<file path="src/rtl/instruction_fetch_unit_pkg.sv">
// Shared definitions for the instruction fetch unit.
//   ifu_state_t : fetch FSM states (request, hold, drop-outstanding)
//   NOP_WORD    : word presented when no valid instruction is buffered
//   PC_STEP     : sequential PC increment
//   word_align  : clears the byte-offset bits of an address
package instruction_fetch_unit_pkg;

    typedef enum logic [1:0] {
        S_REQ  = 2'd0,
        S_HOLD = 2'd1,
        S_DROP = 2'd2
    } ifu_state_t;

    localparam logic [31:0] NOP_WORD = '0;
    localparam logic [31:0] PC_STEP  = 32'd4;

    function automatic logic [31:0] word_align(input logic [31:0] addr);
        return {addr[31:2], 2'b00};
    endfunction

endpackage

</file>
<file path="src/rtl/instruction_fetch_unit_instr_buffer.sv">
// One-entry fetch buffer holding an instruction word, its PC and a
// branch-delay-slot marker.
//   clock, reset         : rising-edge clock, asynchronous active-low reset
//   load, load_*         : capture a new entry (wins over consume)
//   consume              : presented entry taken by the IF/ID register
//   invalidate           : drop the entry (wins over everything)
//   mark_delay           : OR the delay marker into an entry that is held
//   buf_valid/word/pc/delay : current entry
module ifu_instr_buffer
    import instruction_fetch_unit_pkg::*;
(
    input  logic        clock,
    input  logic        reset,
    input  logic        load,
    input  logic [31:0] load_word,
    input  logic [31:0] load_pc,
    input  logic        load_delay,
    input  logic        consume,
    input  logic        invalidate,
    input  logic        mark_delay,
    output logic        buf_valid,
    output logic [31:0] buf_word,
    output logic [31:0] buf_pc,
    output logic        buf_delay
);

    always_ff @(posedge clock or negedge reset) begin
        if (!reset) begin
            buf_valid <= 1'b0;
            buf_word  <= NOP_WORD;
            buf_pc    <= '0;
            buf_delay <= 1'b0;
        end else if (invalidate) begin
            buf_valid <= 1'b0;
            buf_delay <= 1'b0;
        end else if (load) begin
            buf_valid <= 1'b1;
            buf_word  <= load_word;
            buf_pc    <= load_pc;
            buf_delay <= load_delay;
        end else if (consume) begin
            buf_valid <= 1'b0;
            buf_delay <= 1'b0;
        end else if (buf_valid) begin
            buf_delay <= buf_delay | mark_delay;
        end
    end

endmodule

</file>
<file path="src/rtl/instruction_fetch_unit.sv">
// Fetch stage: owns the PC, runs the imem request/ready handshake and keeps
// a one-entry word buffer feeding the IF/ID pipeline register.
//   clock, reset          : rising-edge clock, asynchronous active-low reset
//   id_stall              : IF/ID holding, presented word not consumed
//   if_flush              : kill buffer and outstanding fetch, restart at EXC_VECTOR
//   id_is_branch          : ID holds a branch; next consumed word is its delay slot
//   id_redirect/_target   : taken branch/jump resolved in ID
//   imem_req/addr/ready/rdata : instruction memory handshake
//   if_instruction, if_pc_add_4, if_pc_usable, if_stall, if_bra_delay : IF/ID inputs
//   if_addr_error         : misaligned redirect target trapped
// Build option: IFU_MISALIGN_TRAP_EN traps misaligned redirect targets;
// without it the low two target bits are cleared and if_addr_error is 0.
module instruction_fetch_unit
    import instruction_fetch_unit_pkg::*;
#(
    parameter logic [31:0] RESET_PC   = 32'h0000_0000,
    parameter logic [31:0] EXC_VECTOR = 32'h0000_0080
) (
    input  logic        clock,
    input  logic        reset,
    input  logic        id_stall,
    input  logic        if_flush,
    input  logic        id_is_branch,
    input  logic        id_redirect,
    input  logic [31:0] id_redirect_target,
    output logic        imem_req,
    output logic [31:0] imem_addr,
    input  logic        imem_ready,
    input  logic [31:0] imem_rdata,
    output logic [31:0] if_instruction,
    output logic [31:0] if_pc_add_4,
    output logic [31:0] if_pc_usable,
    output logic        if_stall,
    output logic        if_bra_delay,
    output logic        if_addr_error
);

    ifu_state_t  state, state_n;
    logic [31:0] pc, pc_n;
    logic [31:0] drop_addr, drop_addr_n;  // address of the response being dropped
    logic        req_on;                  // first request goes out one cycle after reset
    logic        trap, trap_n;

    logic        buf_valid, buf_delay;
    logic [31:0] buf_word, buf_pc;
    logic        buf_load, buf_inval, load_delay;
    logic [31:0] load_word, load_pc;

    logic        consume, redirect, resp, pending, misalign;
    logic [31:0] redirect_pc;

`ifdef IFU_MISALIGN_TRAP_EN
    assign misalign    = |id_redirect_target[1:0];
    assign redirect_pc = id_redirect_target;
`else
    assign misalign    = 1'b0;
    assign redirect_pc = word_align(id_redirect_target);
`endif

    // S_DROP keeps requesting the old address so a handshake is never altered.
    assign imem_req  = req_on && ((state == S_DROP) || ((state == S_REQ) && !trap));
    assign imem_addr = (state == S_DROP) ? drop_addr : pc;

    // A trapped entry stays presented until a flush.
    assign consume  = buf_valid && !id_stall && !trap;
    assign redirect = id_redirect && !id_stall && !trap;
    assign resp     = imem_req && imem_ready;
    assign pending  = imem_req && !imem_ready;

    always_comb begin
        state_n     = state;
        pc_n        = pc;
        drop_addr_n = drop_addr;
        trap_n      = trap;
        buf_load    = 1'b0;
        buf_inval   = 1'b0;
        load_word   = imem_rdata;
        load_pc     = pc;
        // An empty buffer while ID holds a branch means this capture is its delay slot.
        load_delay  = id_is_branch && !buf_valid;

        if (if_flush) begin
            buf_inval = 1'b1;
            pc_n      = EXC_VECTOR;
            trap_n    = 1'b0;
            state_n   = pending ? S_DROP : S_REQ;
            if (pending) begin
                drop_addr_n = imem_addr;
            end
        end else if (redirect) begin
            // Any response arriving now is the sequential fetch and is discarded.
            pc_n    = redirect_pc;
            state_n = pending ? S_DROP : S_REQ;
            if (pending) begin
                drop_addr_n = imem_addr;
            end
            if (misalign) begin
                trap_n     = 1'b1;
                buf_load   = 1'b1;
                load_word  = NOP_WORD;
                load_pc    = redirect_pc;
                load_delay = 1'b0;
            end
        end else begin
            unique case (state)
                S_REQ: begin
                    if (resp) begin
                        if (!buf_valid || consume) begin
                            buf_load = 1'b1;
                            pc_n     = pc + PC_STEP;
                        end else begin
                            state_n = S_HOLD;
                        end
                    end
                end
                S_HOLD: begin
                    if (consume) begin
                        state_n = S_REQ;
                    end
                end
                S_DROP: begin
                    if (imem_ready) begin
                        state_n = S_REQ;
                    end
                end
                default: state_n = S_REQ;
            endcase
        end
    end

    always_ff @(posedge clock or negedge reset) begin
        if (!reset) begin
            state     <= S_REQ;
            pc        <= RESET_PC;
            drop_addr <= '0;
            req_on    <= 1'b0;
            trap      <= 1'b0;
        end else begin
            state     <= state_n;
            pc        <= pc_n;
            drop_addr <= drop_addr_n;
            req_on    <= 1'b1;
            trap      <= trap_n;
        end
    end

    ifu_instr_buffer u_buffer (
        .clock      (clock),
        .reset      (reset),
        .load       (buf_load),
        .load_word  (load_word),
        .load_pc    (load_pc),
        .load_delay (load_delay),
        .consume    (consume),
        .invalidate (buf_inval),
        .mark_delay (id_is_branch),
        .buf_valid  (buf_valid),
        .buf_word   (buf_word),
        .buf_pc     (buf_pc),
        .buf_delay  (buf_delay)
    );

    assign if_stall       = !buf_valid;
    assign if_instruction = buf_valid ? buf_word : NOP_WORD;
    assign if_pc_usable   = buf_valid ? buf_pc : '0;
    assign if_pc_add_4    = buf_valid ? (buf_pc + PC_STEP) : '0;
    assign if_bra_delay   = buf_valid && !trap && (buf_delay || id_is_branch);

`ifdef IFU_MISALIGN_TRAP_EN
    assign if_addr_error = trap;
`else
    assign if_addr_error = 1'b0;
`endif

endmodule
</file>
<file path="config.mk">
export PLATFORM = sky130hd
export DESIGN_NAME = instruction_fetch_unit
export DESIGN_NICKNAME = d
export VERILOG_FILES = /design/src/rtl/instruction_fetch_unit_pkg.sv /design/src/rtl/instruction_fetch_unit_instr_buffer.sv /design/src/rtl/instruction_fetch_unit.sv
export SDC_FILE = /design/constraint.sdc
export NUM_CORES = 1
export LEC_CHECK = 0
export CAP_MARGIN = 20
export CORE_MARGIN = 2
export CORE_UTILIZATION = 45
export CTS_BUF_LIST = sky130_fd_sc_hd__clkbuf_4
export DETAILED_ROUTE_END_ITERATION = 12
export PLACE_DENSITY_LB_ADDON = 0.3
export SETUP_SLACK_MARGIN = 0.3
export SLEW_MARGIN = 15
export SYNTH_ARGS = -nofsm -noshare
export SYNTH_HDL_FRONTEND = slang
export SYNTH_SLANG_ARGS = --single-unit
</file>
<file path="constraint.sdc">
create_clock -name clock -period 2.31 [get_ports clock]
set_input_delay 0.693 -clock clock [delete_from_list [all_inputs] [get_ports clock]]
set_output_delay 0.693 -clock clock [all_outputs]
set_load 0.05 [all_outputs]
</file>
==> results of run 1 <==
-- layout make-up --
| class | count | area share |
|---|---|---|
| repair buffers | 342 | 0.363 |
| multi-input cells | 487 | 0.351 |
| flip-flops and latches | 129 | 0.242 |
| well taps | 211 | 0.0198 |
| clock inverters | 14 | 0.0105 |
| clock buffers | 18 | 0.0101 |
| inverters | 6 | 0.00281 |
-- critical path, cell delays in order (launching register included) --
cell                      delay, ps
sky130_fd_sc_hd__dfrtp_1        450
sky130_fd_sc_hd__buf_6          140
sky130_fd_sc_hd__nand4_1        240
sky130_fd_sc_hd__buf_4          240
sky130_fd_sc_hd__or4_4          450
sky130_fd_sc_hd__xor2_2         190
sky130_fd_sc_hd__nor2_4         150
sky130_fd_sc_hd__buf_12         160
-- layer usage --
layer | share of wire | wire length (µm) | global-route usage
met1 | 0.34 | 11000 | 0.373
met2 | 0.50 | 16000 | 0.572
met3 | 0.078 | 2500 | 0.0595
met4 | 0.079 | 2510 | 0.145
met5 | 0 | 0 | 0
-- flip-flops by register name, indices dropped and copies added (netlist names) --
register,count
drop_addr,32
pc,30
req_on,1
state,2
u_buffer.buf_delay,1
u_buffer.buf_pc,30
u_buffer.buf_valid,1
u_buffer.buf_word,32
-- cell families after synthesis --
| logic type | Yosys count |
|---|---|
| buffers and inverters | 50 |
| adders and majority gates | 2 |
| and+or+nand+nor | 261 |
| AOI/OAI and AO/OA | 44 |
| other | 2 |
| DFF | 129 |
| xor gates and xnor gates | 53 |
| muxes | 121 |
-- how the worst max path moves through the flow --
stage                                        start            endpoint  slack [ps]  depth (start not counted)
floorplan           u_buffer.buf_pc[2]$_DFFE_PN0P_     if_pc_add_4[20]         -60                          6
global placement                        imem_ready  pc[22]$_DFFE_PN0P_        -370                          7
detailed placement                      imem_ready  pc[22]$_DFFE_PN0P_        -470                          7
CTS                 u_buffer.buf_pc[9]$_DFFE_PN0P_     if_pc_add_4[29]        -660                          8
global route        u_buffer.buf_pc[2]$_DFFE_PN0P_     if_pc_add_4[23]       -1050                          8
finish              u_buffer.buf_pc[2]$_DFFE_PN0P_     if_pc_add_4[13]       -1010                          7
-- where the power goes --
group          total (mW)  switching (mW)  leakage, nW  internal, mW
logic                2.47            1.24         3.91          1.23
clock network        1.60           0.956        0.132         0.645
registers            2.94           0.330         1.66          2.61
-- repair_timing --
item,4_1_cts,5_1_grt
resized for setup,192,73
cloned,14,6
pin swaps,47,36
hold buffers,0,0
endpoints found under the setup margin,143,227
setup buffers,29,28
hold endpoints to repair,0,0
-- placed cells by master, fill, tap and decap left out, drive strengths merged, types with 2 or more instances in the layout --
| master | Yosys | routed |
|---|---|---|
| xor2 | 31 | 31 |
| o21ai | 9 | 9 |
| or3 | 4 | 4 |
| buf | 18 | 272 |
| nor4 | 11 | 11 |
| clkdlybuf4s50 | 0 | 66 |
| and4 | 5 | 5 |
| dfrtp | 129 | 129 |
| inv | 5 | 7 |
| nor3 | 10 | 10 |
| nand2 | 32 | 32 |
| nand4 | 25 | 25 |
| mux2 | 119 | 119 |
| a21oi | 5 | 5 |
| nand3 | 16 | 16 |
| nor2b | 2 | 2 |
| o22ai | 2 | 2 |
| clkinv | 1 | 5 |
| o21a | 2 | 2 |
| xnor2 | 22 | 22 |
| ha | 2 | 2 |
| conb | 2 | 6 |
| a211oi | 19 | 19 |
| bufinv | 0 | 2 |
| nand2b | 4 | 4 |
| a311oi | 3 | 3 |
| clkbuf | 26 | 21 |
| and2 | 69 | 69 |
| and3 | 3 | 3 |
| mux2i | 2 | 2 |
| clkinvlp | 0 | 6 |
| nor2 | 73 | 73 |
-- stage by stage --
| step | power, mW | instance area, µm² |
|---|---|---|
| 2_1_floorplan | 3.99 | 7670 |
| 3_3_place_gp | 4.73 | 11100 |
| 3_5_place_dp | 4.82 | 11100 |
| 4_1_cts | 6.65 | 12700 |
| 5_1_grt | 7.23 | 13300 |
| 6_report | 7.01 | 13300 |
==> impl_summary.log, run 1 <==
[metrics] Total Routing Usage GR: 0.320
[metrics] number of levels in the clock H-tree: 4
[metrics] count of standard-cell rows: 45
[metrics] register bit count reported by yosys: 129
[metrics] share of the synthesized area in the top cell type: 0.455
[metrics] top post-synthesis cells by area: sky130_fd_sc_hd__dfrtp_1 (46%), sky130_fd_sc_hd__mux2_2 (19%), sky130_fd_sc_hd__and2_1 (6.1%)
[metrics] register area share after synthesis: 0.455
[metrics] worst reg2reg path depth: 10
[metrics] sinks on the clock net: around 130
[metrics] number of antenna violations at the first check in global routing: 0
[metrics] maximum vdd ir drop: 0.368 mV
[metrics] nature of the critical path startpoint: register
[metrics] Placed Cells: 1098
[metrics] clock tree skew after final layout: around 22 ps
[metrics] category of the critical setup timing path: reg -> out
[metrics] gr ovfl total: 0
[metrics] adder-cell share of the synthesized area: 0.00353
[metrics] full die area: 16800 µm²
[metrics] Async SR Flop Fraction: 1.00
[metrics] vias in the first global route: 7254
[metrics] clock tree buffer depth: 2
[metrics] Setup violations, final: between 150 and 200
[metrics] CTS buffer count: 17
[metrics] multi-input combinational cell area: 4690 µm²
[metrics] violated checks: setup timing
[metrics] unrepaired setup endpoints after global routing: yes
[metrics] diode insertion count for antenna repair: 0
[metrics] GP Congestion: 0.890
[metrics] fraction of final layout cells with drive strength greater than 1: 0.604
[metrics] library cell with the largest summed area after synthesis: sky130_fd_sc_hd__dfrtp_1
[metrics] post-synthesis cell area: between 7000 and 8000 µm²
[metrics] setup slack of the most critical reg-to-reg path: -190 ps
[metrics] status: complete, but fails checks
[metrics] average cell area after synthesis: 10.7 µm²
[metrics] warnings from Yosys: 0
[metrics] min Tclk post-route: 3320 ps
[metrics] final clock period utilization by the worst path: 1.44
[metrics] worst slew margin relative to its limit: 0.651
[metrics] most used standard cells in the synthesized netlist: sky130_fd_sc_hd__dfrtp_1 (129), sky130_fd_sc_hd__mux2_2 (119), sky130_fd_sc_hd__nor2_1 (73)
[metrics] Unique masters post-synth: 50
[metrics] count of pins on the block boundary: about 200
[metrics] effective utilization at floorplan: 0.463
[metrics] residual DRC count: 0
[metrics] leakage power of the design: 5.70 nW
[metrics] count of endpoints failing hold in the final timing report: 0
[metrics] CTS tree: built
[metrics] Wirelength per Cell: 26.5 µm
[metrics] clock-pin slew reported for the worst setup and hold paths after clock tree synthesis: 130 ps
[metrics] final worst setup slack: -1010 ps
[metrics] number of enable flip-flop cells after synthesis: 0
[metrics] synthesized-area fraction occupied by ao, oa, aoi and oai cells: 0.0425
[metrics] instance count of the mapped netlist: ~660
[metrics] top fanout value on the critical path: 4
[metrics] share of the core filled with cells: 0.871
[metrics] synthesis-to-layout area growth: 88.1%
[metrics] Die Ht: 130 µm
[metrics] Avg Vias per Cell: just over 6
[metrics] chip width: 130 µm
[metrics] post-detailed-routing wire length: between 30 and 40 mm
[metrics] Hold Worst Slack: around 55 ps
[metrics] Post-Synth Simple-Gate Area: 0.208
[metrics] count of max-cap constraint violations: 0
[metrics] arrival time worst endpoint: between 2000 and 3000 ps
[metrics] most instantiated flip-flop cell in the synthesis netlist: sky130_fd_sc_hd__dfrtp_1
[metrics] Fill cells: roughly 600
[metrics] final slew viol count: 0
[metrics] cell with the most instances after synthesis: sky130_fd_sc_hd__dfrtp_1
[metrics] violation count after the first detailed-routing iteration: roughly 740
[metrics] area of the core: 15300 µm²
[metrics] cell chosen for the clock root: sky130_fd_sc_hd__clkbuf_4
[metrics] largest net degree at the start of global routing: 56
[metrics] post-layout instance count excluding filler cells: 1207
[metrics] via count of the routed design: ~7300
[metrics] kind of path behind the tightest hold check: in -> async
[metrics] combined flip-flop and latch cell area: 3230 µm²
[metrics] input/output buffers: 195
[metrics] post-synthesis share of cell area spent on xor and xnor gates: 0.0655
[metrics] endpoint required time on the critical path: between 1500 and 2000 ps
[metrics] Initial DRT Pass Iterations: 5
[metrics] Antenna Violating Nets Remaining: 0
[metrics] element type at the critical path end: output port
[metrics] total negative slack for setup checks: -47140 ps
[metrics] Worst-Skew Late Latency: approximately 600 ps
[metrics] worst setup slack after placement: -467 ps
[metrics] sum of net half-perimeters after detailed placement: 15.6 mm
[metrics] Worst Max-Slew Pin Slew: 519 ps
[metrics] cell area power density: approximately 530 nW/µm²
[metrics] final net count: 1056
[metrics] main combinational cell family by area after synthesis: simple AND/OR/NAND/NOR gates
[metrics] end of the worst register-to-register path: pc[26]$_DFFE_PN0P_
[metrics] wire length of the first global-routing pass: 40.4 mm
[metrics] proportion of synthesized area in mux cells: 0.192
[metrics] reg-to-reg startpoint: state[0]$_DFFE_PN0P_
[metrics] achievable frequency: between 0.3 and 0.4 GHz
No activity file was read; power rests on OpenSTA's default activity.
==> run 2, diff against run 1 <==
- clock period: 2.31 -> 2.8 ns (I/O delays scaled with it)
==> run 2 against run 1 <==
Compared with the run above: the run still ends with setup timing left; register-to-register slack improved by 650 ps; sequential share of layout area up 1.8 points; final cell count down 4.1%; count of clock-buffer cells in the layout rose by 6; critical path depth unchanged; wire length fell by 18%; non-clock buffer count down 53.
==> impl_summary.log, run 2 (synthesis gave the netlist of run 1 again) <==
[metrics] input/output buffers: around 200
[metrics] number of levels in the clock H-tree: 4
[metrics] Fill cells: 769
[metrics] end of the worst register-to-register path: pc[23]$_DFFE_PN0P_
[metrics] violated checks: setup timing
[metrics] Wirelength per Cell: roughly 23 µm
[metrics] Worst Max-Slew Pin Slew: between 700 and 800 ps
[metrics] Total Routing Usage GR: 0.278
[metrics] final net count: between 1000 and 1500
[metrics] maximum vdd ir drop: ~0.31 mV
[metrics] Overall Power: 5.73 mW
[metrics] CTS tree: built
[metrics] combined flip-flop and latch cell area: between 3000 and 4000 µm²
[metrics] worst path bufs/invs: 2
[metrics] leakage power of the design: slightly above 5 nW
[metrics] global routing usage on met1: 0.351
[metrics] count of standard-cell rows: 45
[metrics] Post-CTS Hold Buffers: 0
[metrics] multi-input combinational cell area: roughly 4400 µm²
[metrics] total negative slack for setup checks: -9650 ps
[metrics] full die area: ~17000 µm²
[metrics] Initial DRT Pass Iterations: 5
[metrics] number of antenna violations at the first check in global routing: 2
[metrics] violation count after the first detailed-routing iteration: between 400 and 500
[metrics] count of endpoints failing hold in the final timing report: 0
[metrics] Non-Filler Cell Area, Final: around 12000 µm²
[metrics] reg-to-reg startpoint: pc[4]$_DFFE_PN0P_
[metrics] largest net degree at the start of global routing: 53
[metrics] fraction of final layout cells with drive strength greater than 1: 0.555
[metrics] kind of path behind the tightest hold check: in -> async
[metrics] effective utilization at floorplan: 0.463
[metrics] residual DRC count: 0
[metrics] placed inst area: approximately 11000 µm²
[metrics] worst reg2reg path depth: 5
[metrics] post-detailed-routing wire length: about 26 mm
[metrics] top fanout value on the critical path: 5
[metrics] sinks on the clock net: 129
[metrics] CTS buffer count: 17
[metrics] Worst path max stage delay: about 370 ps
[metrics] Die Ht: approximately 130 µm
[metrics] source of the critical timing path: u_buffer.buf_pc[10]$_DFFE_PN0P_
[metrics] via count of the routed design: 6542
[metrics] largest registers: drop_addr (32), u_buffer.buf_word (32)
[metrics] count of max-cap constraint violations: 0
[metrics] count of pins on the block boundary: approximately 200
[metrics] final clock period utilization by the worst path: 1.17
[metrics] Hold Worst Slack: ~230 ps
[metrics] achievable frequency: 0.306 GHz
[metrics] endpoint required time on the critical path: approximately 2000 ps
[metrics] setup slack of the most critical reg-to-reg path: 460 ps
[metrics] unrepaired setup endpoints after global routing: yes
[metrics] status: complete, but fails checks
[metrics] wire length of the first global-routing pass: approximately 35 mm
[metrics] leading cell type in the layout, fill and taps excluded: sky130_fd_sc_hd__dfrtp_1
[metrics] final worst setup slack: -463 ps
[metrics] most frequent cells in the layout: sky130_fd_sc_hd__dfrtp_1 (123), sky130_fd_sc_hd__buf_12 (109), sky130_fd_sc_hd__mux2_2 (91)
[metrics] clock-pin slew reported for the worst setup and hold paths after clock tree synthesis: 120 ps
[metrics] min Tclk post-route: 3260 ps
[metrics] met3 Usage GRT: 0.0685
[metrics] category of the critical setup timing path: reg -> out
[metrics] arrival time worst endpoint: 2420 ps
[metrics] worst slew margin relative to its limit: 0.499
[metrics] chain of cells forming the critical path: nand4_1, nor4_4, buf_6, nand4_1, xor2_2, nor2_4, buf_12
[metrics] top cell family by delay on the critical path: simple AND/OR/NAND/NOR gates
[metrics] sum of net half-perimeters after detailed placement: about 15 mm
[metrics] GP Congestion: ~0.90
[metrics] synthesis-to-layout area growth: 75.5%
[metrics] global-route met2 utilization: 0.469
[metrics] vias in the first global route: between 6000 and 7000
[metrics] Setup violations, final: 54
[metrics] area of the core: between 15000 and 20000 µm²
[metrics] chip width: between 100 and 150 µm
[metrics] slowest cell on the critical path: sky130_fd_sc_hd__dfrtp_1
[metrics] clock tree buffer depth: 2
[metrics] gr ovfl total: 0
[metrics] most used cell along the critical path: sky130_fd_sc_hd__nand4_1
[metrics] Avg Vias per Cell: approximately 5.7
[metrics] cell area power density: roughly 460 nW/µm²
[metrics] nature of the critical path startpoint: register
[metrics] Antenna Violating Nets Remaining: 0
[metrics] final slew viol count: 0
[metrics] peak-usage layer in the global routing report: met2
[metrics] cell chosen for the clock root: sky130_fd_sc_hd__clkbuf_4
[metrics] clock tree skew after final layout: 17.8 ps
[metrics] element type at the critical path end: output port
[metrics] Worst-Skew Late Latency: around 570 ps
## run 2: final cells by class
class	count	share of cell area
Inverter	6	0.00302
Multi-Input combinational cell	487	0.350
Timing Repair Buffer	289	0.339
Clock inverter	8	0.0109
Timing Repair inverter	1	0.000704
Tap cell	211	0.0212
Antenna cell	2	0.000402
Clock buffer	24	0.0145
Sequential cell	129	0.260
## run 2: worst max path at each step
stage                    endpoint  slack (ps)  cells after the start
2_1_floorplan     if_pc_add_4[29]         190                      5
3_3_place_gp   pc[26]$_DFFE_PN0P_         -80                      7
3_5_place_dp   pc[23]$_DFFE_PN0P_        -130                      6
4_1_cts           if_pc_add_4[30]        -310                      8
5_1_grt           if_pc_add_4[18]        -520                      7
6_report          if_pc_add_4[18]        -460                      7
## run 2: per-layer routing
layer	vias to the layer above	part of all wire
met1	3282	0.38
met2	333	0.50
li1	2834	-
met4	0	0.050
met5	-	0
met3	93	0.069
## run 2: timing repair
| item | in CTS | in global routing |
|---|---|---|
| pin swaps | 41 | 39 |
| cloned | 7 | 6 |
| resized for setup | 207 | 48 |
| endpoints found under the setup margin | 126 | 125 |
| buffers inserted | 26 | 24 |
## run 2: per-stage QoR
stage | worst slack [ps] | instances | util
after global placement | -81.2 | 1060 | 0.688
after global routing | -520 | 1157 | 0.812
after floorplan | 194 | 666 | -
after CTS | -312 | 1125 | 0.779
after detailed placement | -129 | 1060 | 0.688
final | -463 | 1157 | 0.812
## run 2: report_power, final
| group | total [mW] | switching (mW) | leakage [nW] | internal [mW] |
|---|---|---|---|---|
| clock network | 1.45 | 0.685 | 0.173 | 0.768 |
| logic | 1.84 | 0.899 | 3.36 | 0.937 |
| registers | 2.44 | 0.287 | 1.66 | 2.15 |
| total | 5.73 | 1.87 | 5.19 | 3.86 |
